## src/rtl/ccx_rst_seq.sv

```systemverilog
// CCX reset sequencer: synchronizes arst release, then steps through debug-init and core reset release.
// Also runs edge-armed warm resets and has a scan-enable override that holds everything.
module ccx_rst_seq #(
  parameter int DBG_CYC  = 16,
  parameter int RST_CYC  = 32,
  parameter int WARM_CYC = 8
) (
  input  logic rclk,
  input  logic arst,
  input  logic se,
  input  logic warm_req,
  output logic rst_l_out,
  output logic adbginit_l_out,
  output logic warm_ack,
  output logic seq_busy
);

  typedef enum logic [2:0] {
    SYNC     = 3'd0,
    DBG_WAIT = 3'd1,
    RST_WAIT = 3'd2,
    RUN      = 3'd3,
    WARM     = 3'd4
  } state_t;

  localparam logic [5:0] DBG_LOAD  = 6'(DBG_CYC - 1);
  localparam logic [5:0] RST_LOAD  = 6'(RST_CYC - 1);
  localparam logic [5:0] WARM_LOAD = 6'(WARM_CYC - 1);

  state_t     state, state_nxt;
  logic [5:0] cnt, cnt_nxt;
  logic [1:0] sync_q;
  logic       sync_done;
  logic       arm, arm_nxt;
  logic       rst_q, adbg_q, ack_q, busy_q;
  logic       rst_d, adbg_d, ack_d, busy_d;

  always_ff @(posedge rclk or posedge arst) begin
    if (arst) sync_q <= 2'b00;
    else      sync_q <= {sync_q[0], 1'b1};
  end

  assign sync_done = sync_q[1];

  always_ff @(posedge rclk or posedge arst) begin
    if (arst) begin
      state  <= SYNC;
      cnt    <= 6'd0;
      arm    <= 1'b0;
      rst_q  <= 1'b0;
      adbg_q <= 1'b0;
      ack_q  <= 1'b0;
      busy_q <= 1'b1;
    end else begin
      state  <= state_nxt;
      cnt    <= cnt_nxt;
      arm    <= arm_nxt;
      rst_q  <= rst_d;
      adbg_q <= adbg_d;
      ack_q  <= ack_d;
      busy_q <= busy_d;
    end
  end

  // With se high nothing advances, so state, count and arm hold in place.
  always_comb begin
    state_nxt = state;
    cnt_nxt   = cnt;
    arm_nxt   = arm;
    if (!se) begin
      case (state)
        SYNC: begin
          if (sync_done) begin
            cnt_nxt   = DBG_LOAD;
            state_nxt = DBG_WAIT;
          end
        end
        DBG_WAIT: begin
          if (cnt == 6'd0) begin
            cnt_nxt   = RST_LOAD;
            state_nxt = RST_WAIT;
          end else begin
            cnt_nxt = cnt - 6'd1;
          end
        end
        RST_WAIT: begin
          if (cnt == 6'd0) state_nxt = RUN;
          else             cnt_nxt   = cnt - 6'd1;
        end
        RUN: begin
          if (warm_req && arm) begin
            cnt_nxt   = WARM_LOAD;
            state_nxt = WARM;
            arm_nxt   = 1'b0;
          end else if (!warm_req) begin
            arm_nxt = 1'b1;
          end
        end
        WARM: begin
          if (cnt == 6'd0) state_nxt = RUN;
          else             cnt_nxt   = cnt - 6'd1;
        end
        default: begin
          state_nxt = SYNC;
          cnt_nxt   = 6'd0;
        end
      endcase
    end
  end

  // Outputs are decoded from the next state and registered, so the pins never see decode glitches.
  always_comb begin
    rst_d  = (state_nxt == RUN);
    adbg_d = (state_nxt == RST_WAIT) || (state_nxt == RUN) || (state_nxt == WARM);
    ack_d  = (state_nxt == WARM) && (cnt_nxt == 6'd0) && !((state == WARM) && (cnt == 6'd0));
    busy_d = (state_nxt != RUN);
  end

  assign rst_l_out      = rst_q | se;
  assign adbginit_l_out = adbg_q | se;
  assign warm_ack       = ack_q;
  assign seq_busy       = busy_q;

endmodule

```

## config.mk

```make
export PLATFORM = sky130hd
export DESIGN_NAME = ccx_rst_seq
export DESIGN_NICKNAME = d
export VERILOG_FILES = /design/src/rtl/ccx_rst_seq.sv
export SDC_FILE = /design/constraint.sdc
export NUM_CORES = 1
export LEC_CHECK = 0
export BUFFER_PORTS_ARGS = -buffer_cell sky130_fd_sc_hd__buf_4
export CORE_MARGIN = 1.5
export CORE_UTILIZATION = 37
export CTS_CLUSTER_SIZE = 14
export DETAILED_ROUTE_END_ITERATION = 10
export PLACE_DENSITY = 0.5
export SLEW_MARGIN = 30
export SYNTH_ARGS = -nofsm -noshare
export SYNTH_HDL_FRONTEND = slang
export SYNTH_SLANG_ARGS = --single-unit
```

## constraint.sdc

```tcl
create_clock -name rclk -period 2.5 [get_ports rclk]
set_clock_uncertainty 0.05 [all_clocks]
set_input_delay 0.125 -clock rclk [delete_from_list [all_inputs] [get_ports rclk]]
set_output_delay 0.125 -clock rclk [all_outputs]
set_load 0.01 [all_outputs]
```

* After elaboration in Yosys (flattened, before gate mapping)
Cells that the tools add are included.
Cells by class: $add $sub $neg 1, multiply operators 0, divide/modulo/power cells 0, magnitude comparators 0, eq/ne operators 9, shift operators 0, mux-type cells 14, bitwise operators 3, reduce and logical (&&, ||, !) cells 12
Operator list (count):
- 6-bit two-way mux | 5
- 6-bit case mux with 4 select lines | 1
- 3-bit two-way mux | 5
- 3-bit by 2-bit equality test with 1-bit output, second input constant | 4
- 6-bit zero test | 2
- 3-bit case mux with 4 select lines | 1
- 3-bit equality test, second input constant | 2
- 6-bit by 1-bit subtractor with 6-bit output, second input constant | 1
- 1-bit logical AND | 4
- 3-bit by 1-bit equality test with 1-bit output, second input constant | 1
- 3-bit zero test | 1
- 3-bit by 2-bit != test with 1-bit output, second input constant | 1
- 3-bit AND reduction | 1
- 1-bit logical OR | 2
- 1-bit two-way mux | 2
- 2-bit by 1-bit != test with 1-bit output, second input constant | 1
- 1-bit OR | 2
- 2-bit OR reduction | 1
- 1-bit zero test | 1
- 1-bit NOT | 1
Storage, ports and cells: bits in registers 16, latch bits 0, memory bits (writable) 0, ROM bits 0, input port bits 4, output and inout port bits 4, logic and storage cells 47, memories 0

* Logic depth before layout (Yosys ltp)
Gate-level depths: netlist of run 1.
depth after elaboration 7, depth in mapped cells 10, mapped depth without buffers 10

* Worst setup path before layout of run 1
Ideal clock, no wire load.
path type reg-to-reg, from register cnt[2], to register ack_q (netlist: warm_ack), setup time 0.096 ns, arrival 1.994 ns, required time 2.354 ns, path slack 0.360 ns, cell stages (with the launch flop) 10, path buffers 1, period minus slack after synthesis 2.140 ns, cells stage by stage dfrtp_1 -> buf_6 -> nor4_4 -> nand2_1 -> ha_1 -> a31oi_1 -> o22ai_1 -> o21ai_0 -> o21ai_0 -> nor4_2
Between the ends: longest elaborated chain between the ends 7, elaborated cells on any way between the ends 18, those cells by class add/sub: 1; eq/ne: 1; mux: 10; reduce/logical: 6
RTL lines:
- start: declaration | RTL line 31 | logic [5:0] cnt, cnt_nxt;
- start signal: assignment | RTL line 56 | cnt <= cnt_nxt;
- 6-bit zero test * | RTL line 79, 87, 100
- 6-bit two-way mux (on tied branches) | RTL line 87, 100, 79
- 6-bit case mux with 4 select lines * | RTL line 71 | case (state)
- 6-bit two-way mux * | RTL line 70 | if (!se) begin
- named net cnt_nxt[0] | RTL line 31
- 6-bit zero test * | RTL line 115 | ack_d = (state_nxt == WARM) && (cnt_nxt == 6'd0) && !((state == WARM) && (cnt == 6'd0));
- 1-bit logical AND * (2 in series) | RTL line 115
- named net ack_d | RTL line 36 | logic rst_d, adbg_d, ack_d, busy_d;
- end signal: assignment | RTL line 60 | ack_q <= ack_d;
- end: declaration | RTL line 35 | logic rst_q, adbg_q, ack_q, busy_q;
The timed path passes the listed nets; every way through them passes the cells marked *. A chain may end at the register's enable or synchronous reset.

* Final worst setup path of run 1
from register cnt[4], to register ack_q (netlist: warm_ack)
Same word-level chain as after synthesis.

==> flow_summary.toml, run 1 <==
[outcome]
status = "completed"

[sta]
worst_slew_pin_slew_ns = 0.6189
setup_viol = 0
rsz0062_at_grt = "no"
whs_ns = 0.2187
max_slew_margin_pct = 58.70
period_share_pct = 92.61
slew_violations = 0
hold_viol = 0
period_needed_ns = 2.315
fmax_ghz = 0.4319
tns_ns = 0

[place]
place.gp.congestion = 0.8551
io_buffers = 7
hpwl_um = 1913

[yosys]
ys.flop_type = "dfrtp_1"
ys_seq_area_share_pct = 35.08
ys_types = 51
syn_area_per_cell_sq_um = 9.159
synth_most_common_cell = "dfrtp_1"
synth_common_cells = "dfrtp_1, inv_1, nor2_1"
synth_area_leaders = "dfrtp_1, inv_1, nor2_1, o21ai_0, buf_6"
syn_inst = 125
synth_fp_nets = 131
async_flop_share_pct = 100.0
synth-edff-count = 0
yosys_warnings = 0
synth.ff_latch_count = 16
synth_top_area_share_pct = 32.79
synth_top_area_cell = "dfrtp_1"
syn-cell-area_sq_um = 1145

[critical_path]
cpLargestDelayFamily = "simple AND/OR/NAND/NOR gates"
r2r-start = "cnt[4]"
cp_max_fo = 6
cp.required_ns = 2.64
endpoint_kind = "flop"
crit_type = "flop to flop"
crit_arrival_ns = 2.46
slowest_delay_ns = 0.46
reg2reg_slack_ns = 0.18
cp-start-kind = "flop"
worst_path_max_delay_cell = "dfrtp_2"
r2r_end = "warm_ack"
critical_path_buf_inv_count = 0
crit_top_cell = "o21ai_1"
path_cells = "nor4_4 -> nand2_1 -> ha_1 -> a31oi_1 -> o22ai_1 -> o21ai_1 -> o21ai_1 -> nor4_2"
rr_worst_depth = 8

[die]
num_rows = 20
die_area_sq_um = 3437
io_pins = 8
start_util_pct = 38.13
core_sq_um = 3003
die_h_um = 58.63
die_x_um = 58.63

[drt]
drc_errors = 0
drtIter0Drc = 27
dr_total_vias = 985
drt-wirelength-per-cell_um = 15.21
vias_per_cell = 5.828
antenna_left = 0
wl_um = 2571
dr.pass1.iters = 4

[clocking]
htreeDepth = 1
cts_setup_buffers = 0
cts_root_buf = "clkbuf_4"
cts_tree = "built"
cts_made_buffers = 3
numClockSinks = 16
clock_latency_ns = 0.28
clkTransAtPathRegs_ns = 0.09
max-clock-path-buffers = 2

[cells_and_area]
antennaDiodeCount = 0
seq_area_sq_um = 402.9
drive_above_1_share_pct = 23.53
syn_to_final_growth_pct = 10.82
fillerInstances = 299
finalNetCount = 143
multi_input_area_sq_um = 640.6
fin_util_pct = 42.25

[pwr]
peakVddDrop_v = 0.0004408
leakage_nw = 0.5319
pwr-share-clk_pct = 12.9
p_total_mw = 1.308
combPwrFrac_pct = 51.2
p_int_mw = 0.7253
swShare_pct = 44.55
power_density_nw_per_um2 = 1031
p_switching_mw = 0.5828
p_seq_share_pct = 35.9

[worst_hold_path]
whs_endpoint = "arm"
hold_class = "primary input to flop"
worstHoldStart = "se"
hold_depth = 4

[global_routing]
antenna_found_initial = 0
overflow = 0
grtUsageTotal_pct = 16.67
grt_pass1_vias = 897
grt_max_degree = 18
grt_pass1_wl_um = 4374

[flow_run]
max_cap_viol_count = 0
[worst min-delay path, stage by stage]
cell and delay, ns:
buf_4 0.19, nor2_1 0.08, nor2_1 0.08, a21oi_1 0.05
[per-layer routing]
| metal | global-route usage [%] | wire (um) |
|---|---|---|
| met4 | 5.844 | 17 |
| met1 | 25.21 | 1294 |
| met5 | 0 | 0 |
| met3 | 1.978 | 66 |
| met2 | 24.56 | 1193 |
[cells in the final DEF, fill, tap and decap left out, types with 3 or more instances in the layout]
master and n:
a31oi_1 3, o31ai_1 3, nor2b_1 4, inv_1 10
buf_4 12, nand2_1 6, or2_2 3, dfrtp_1 14
o21ai_0 5, nor3_1 5, nor2_1 10, clkbuf_4 3
a21oi_1 6
[power by group through the flow]
stage / clock [mW] / sequential, mW / combinational, mW
2_1_floorplan: 0 / 0.422 / 0.548
3_3_place_gp: 0 / 0.472 / 0.661
3_5_place_dp: 0 / 0.471 / 0.652
4_1_cts: 0.176 / 0.466 / 0.657
5_1_grt: 0.186 / 0.485 / 0.750
6_report: 0.169 / 0.469 / 0.670
[cell type report]
cell class | instances | area share (%)
Multi-Input combinational cell | 92 | 50.49
Sequential cell | 16 | 31.76
Timing Repair Buffer | 14 | 8.679
Tap cell | 33 | 3.254
Inverter | 10 | 2.959
Clock buffer | 4 | 2.860
[state kept, by name, summed over array words and instances, names as in the netlist]
| name | flops |
|---|---|
| cnt | 6 |
| state | 3 |
| sync_q | 2 |
| adbg_q | 1 |
| arm | 1 |
| rst_q | 1 |
| seq_busy | 1 |
| warm_ack | 1 |
[worst max path at each step]
stage | startpoint | endpoint | cells past startpoint
after floorplan | cnt[2] | warm_ack | 9
after global placement | cnt[2] | warm_ack | 8
after detailed placement | cnt[2] | warm_ack | 8
after CTS | cnt[2] | warm_ack | 8
after global routing | cnt[4] | warm_ack | 8
final | cnt[4] | warm_ack | 8
[per-stage QoR]
step	setup slack, ns	cell area [sq um]	std cells
4_1_cts	0.01962	1267	169
3_3_place_gp	0.08876	1211	163
3_5_place_dp	0.05500	1211	163
5_1_grt	0.0001246	1269	169
2_1_floorplan	0.3605	1145	125
6_report	0.1848	1269	169
[logic make-up after synthesis]
kind of cell	count (synthesis)	share of synthesized area [%]
other	1	0.3276
buffers and inverters	17	8.962
AOI/OAI and AO/OA	40	25.25
and+or+nand+nor	45	24.92
DFF	16	35.08
muxes	2	1.749
xor gates and xnor gates	2	1.530
adders and majority gates	2	2.185
[repair_timing]
item                       CTS  global route
hold endpoints to repair    16             0
setup endpoints to repair    0             1
hold buffers                 2             0
gates resized for setup      0             4
Note: power is estimated with default switching activity, not from simulation.
==> run 2, diff against run 1 <==
--- a/config.mk
+++ b/config.mk
@@ -6,7 +6,7 @@
 export NUM_CORES = 1
 export LEC_CHECK = 0
 export BUFFER_PORTS_ARGS = -buffer_cell sky130_fd_sc_hd__buf_4
-export CORE_MARGIN = 1.5
+export CORE_MARGIN = 4
 export CORE_UTILIZATION = 37
 export CTS_CLUSTER_SIZE = 14
 export DETAILED_ROUTE_END_ITERATION = 10
==> run 2 against run 1 <==
Net effect: hold slack better by 0.012 ns; first-iteration DRC count up 110%; non-clock buffer count is 7 higher; final area rose by 4.2%.
==> flow_summary.toml, run 2 (synthesis results as in run 1) <==
[clocking]
cts_tree = "built"
cts_root_buf = "clkbuf_4"
htreeDepth = 1
numClockSinks = 16
clkTransAtPathRegs_ns = 0.09
cts_made_buffers = 3
clock_latency_ns = 0.28
max-clock-path-buffers = 2

[sta]
max_slew_margin_pct = 61.27
period_share_pct = 90.75
fmax_ghz = 0.4407
period_needed_ns = 2.269
slew_violations = 0
rsz0062_at_grt = "no"
setup_viol = 0
worst_slew_pin_slew_ns = 0.5804
hold_viol = 0
tns_ns = 0

[global_routing]
grtUsageTotal_pct = 14.41
overflow = 0
grt_max_degree = 18
grt_pass1_wl_um = 4712
grt_pass1_vias = 956
antenna_found_initial = 0

[critical_path]
path_cells = "a21bo_2 -> nor3_1 -> or3_1 -> o2bb2ai_1 -> or4_1 -> nor4_2"
cp_max_fo = 16
worst_path_max_delay_cell = "or4_1"
endpoint_kind = "flop"
slowest_delay_ns = 0.54
cp-start-kind = "flop"
crit_type = "flop to flop"
cp.required_ns = 2.64
crit_arrival_ns = 2.41

[die]
core_sq_um = 2853
die_h_um = 63.63
num_rows = 19
die_area_sq_um = 4048
die_x_um = 63.63
io_pins = 8
start_util_pct = 40.13

[drt]
vias_per_cell = 5.753
antenna_left = 0
wl_um = 2720
drc_errors = 0
dr.pass1.iters = 4
drtIter0Drc = 56
dr_total_vias = 1001
drt-wirelength-per-cell_um = 15.63

[flow_run]
max_cap_viol_count = 0

[place]
place.gp.congestion = 0.8862
io_buffers = 7
hpwl_um = 2045
placed_area_sq_um = 1261

[cells_and_area]
fillerInstances = 287
finalNetCount = 150
regMostFlops = "cnt"
biggestRegsByFlops = "cnt: 6 flops, state: 3 flops, sync_q: 2 flops"
syn_to_final_growth_pct = 15.52
design_area_sq_um = 1323
drive_above_1_share_pct = 29.37
final_common_cell = "buf_4"
antennaDiodeCount = 0
largest_register_ff_count = 6
final_cell_mix = "buf_4, dfrtp_1, nor2_1, inv_1"

[worst_hold_path]
hold_class = "primary input to flop"

[pwr]
leakage_nw = 0.5646
peakVddDrop_v = 0.0005477
p_total_mw = 1.378
power_density_nw_per_um2 = 1042

[outcome]
status = "completed"
## run 2: changes by cell type in the layout (fill, tap and decap cells not counted), sizes merged
cell,delta
buf,+7
## run 2: stage by stage
step	utilization, %	setup WS, ns	hold WS [ns]	instances
finish	46.36	0.2311	0.2305	174
global route	46.36	0.01746	0.2433	174
CTS	46.18	0.1287	0.2117	174
detailed placement	44.21	0.1478	0.1732	168
global placement	44.21	0.1694	0.1689	168
floorplan	-	0.3605	-0.01198	125
## run 2: path summary, 6_finish.rpt
kind / startpoint / slack (ns) / cells past startpoint / to
worst max-delay path: state[1] / 0.23 / 6 / warm_ack
worst min-delay path: se / 0.23 / 3 / arm
worst max register to register: state[1] / 0.23 / 6 / warm_ack
worst min register to register: sync_q[0] / 0.31 / 0 / sync_q[1]
max in group asynchronous: arst / 1.58 / 3 / state[1]
min in group asynchronous: arst / 0.41 / 3 / cnt[3]
## run 2: worst max-delay path, delay by kind of cell (launching register included)
kind	cells	cell delay, ns
AOI/OAI and AO/OA	2	0.43
DFF	1	0.52
and+or+nand+nor	4	1.18
## run 2: layout make-up
cell class	instances	area [sq um]	share of cell area, %
clock buffer	4	36.28	2.744
timing repair buffer	21	162.7	12.30
sequential	16	406.6	30.75
tap	31	38.79	2.933
inverter	10	37.54	2.838
multi-input combinational	92	640.6	48.44
## run 2: repair_timing
item / 4_1_cts / 5_1_grt
setup buffers: 0 / 0
setup endpoints to repair: 0 / 1
hold buffers: 2 / 0
endpoints found under the hold margin: 16 / 0
gates resized for setup: 0 / 5
## run 2: report_power, final
part           total [mW]  internal (mW)  leakage, nW  switching (mW)
Sequential          0.466          0.352        0.186           0.115
Clock               0.165         0.0885       0.0210          0.0763
Combinational       0.747          0.342        0.357           0.405
## run 2: routing by layer
layer  GRT usage, %  wire [um]  vias to the layer above
met4          4.043         18                        0
met3          1.776         87                        2
li1               -          -                      497
met2          21.64       1262                       15
met1          21.47       1352                      487
met5              0          0                        -
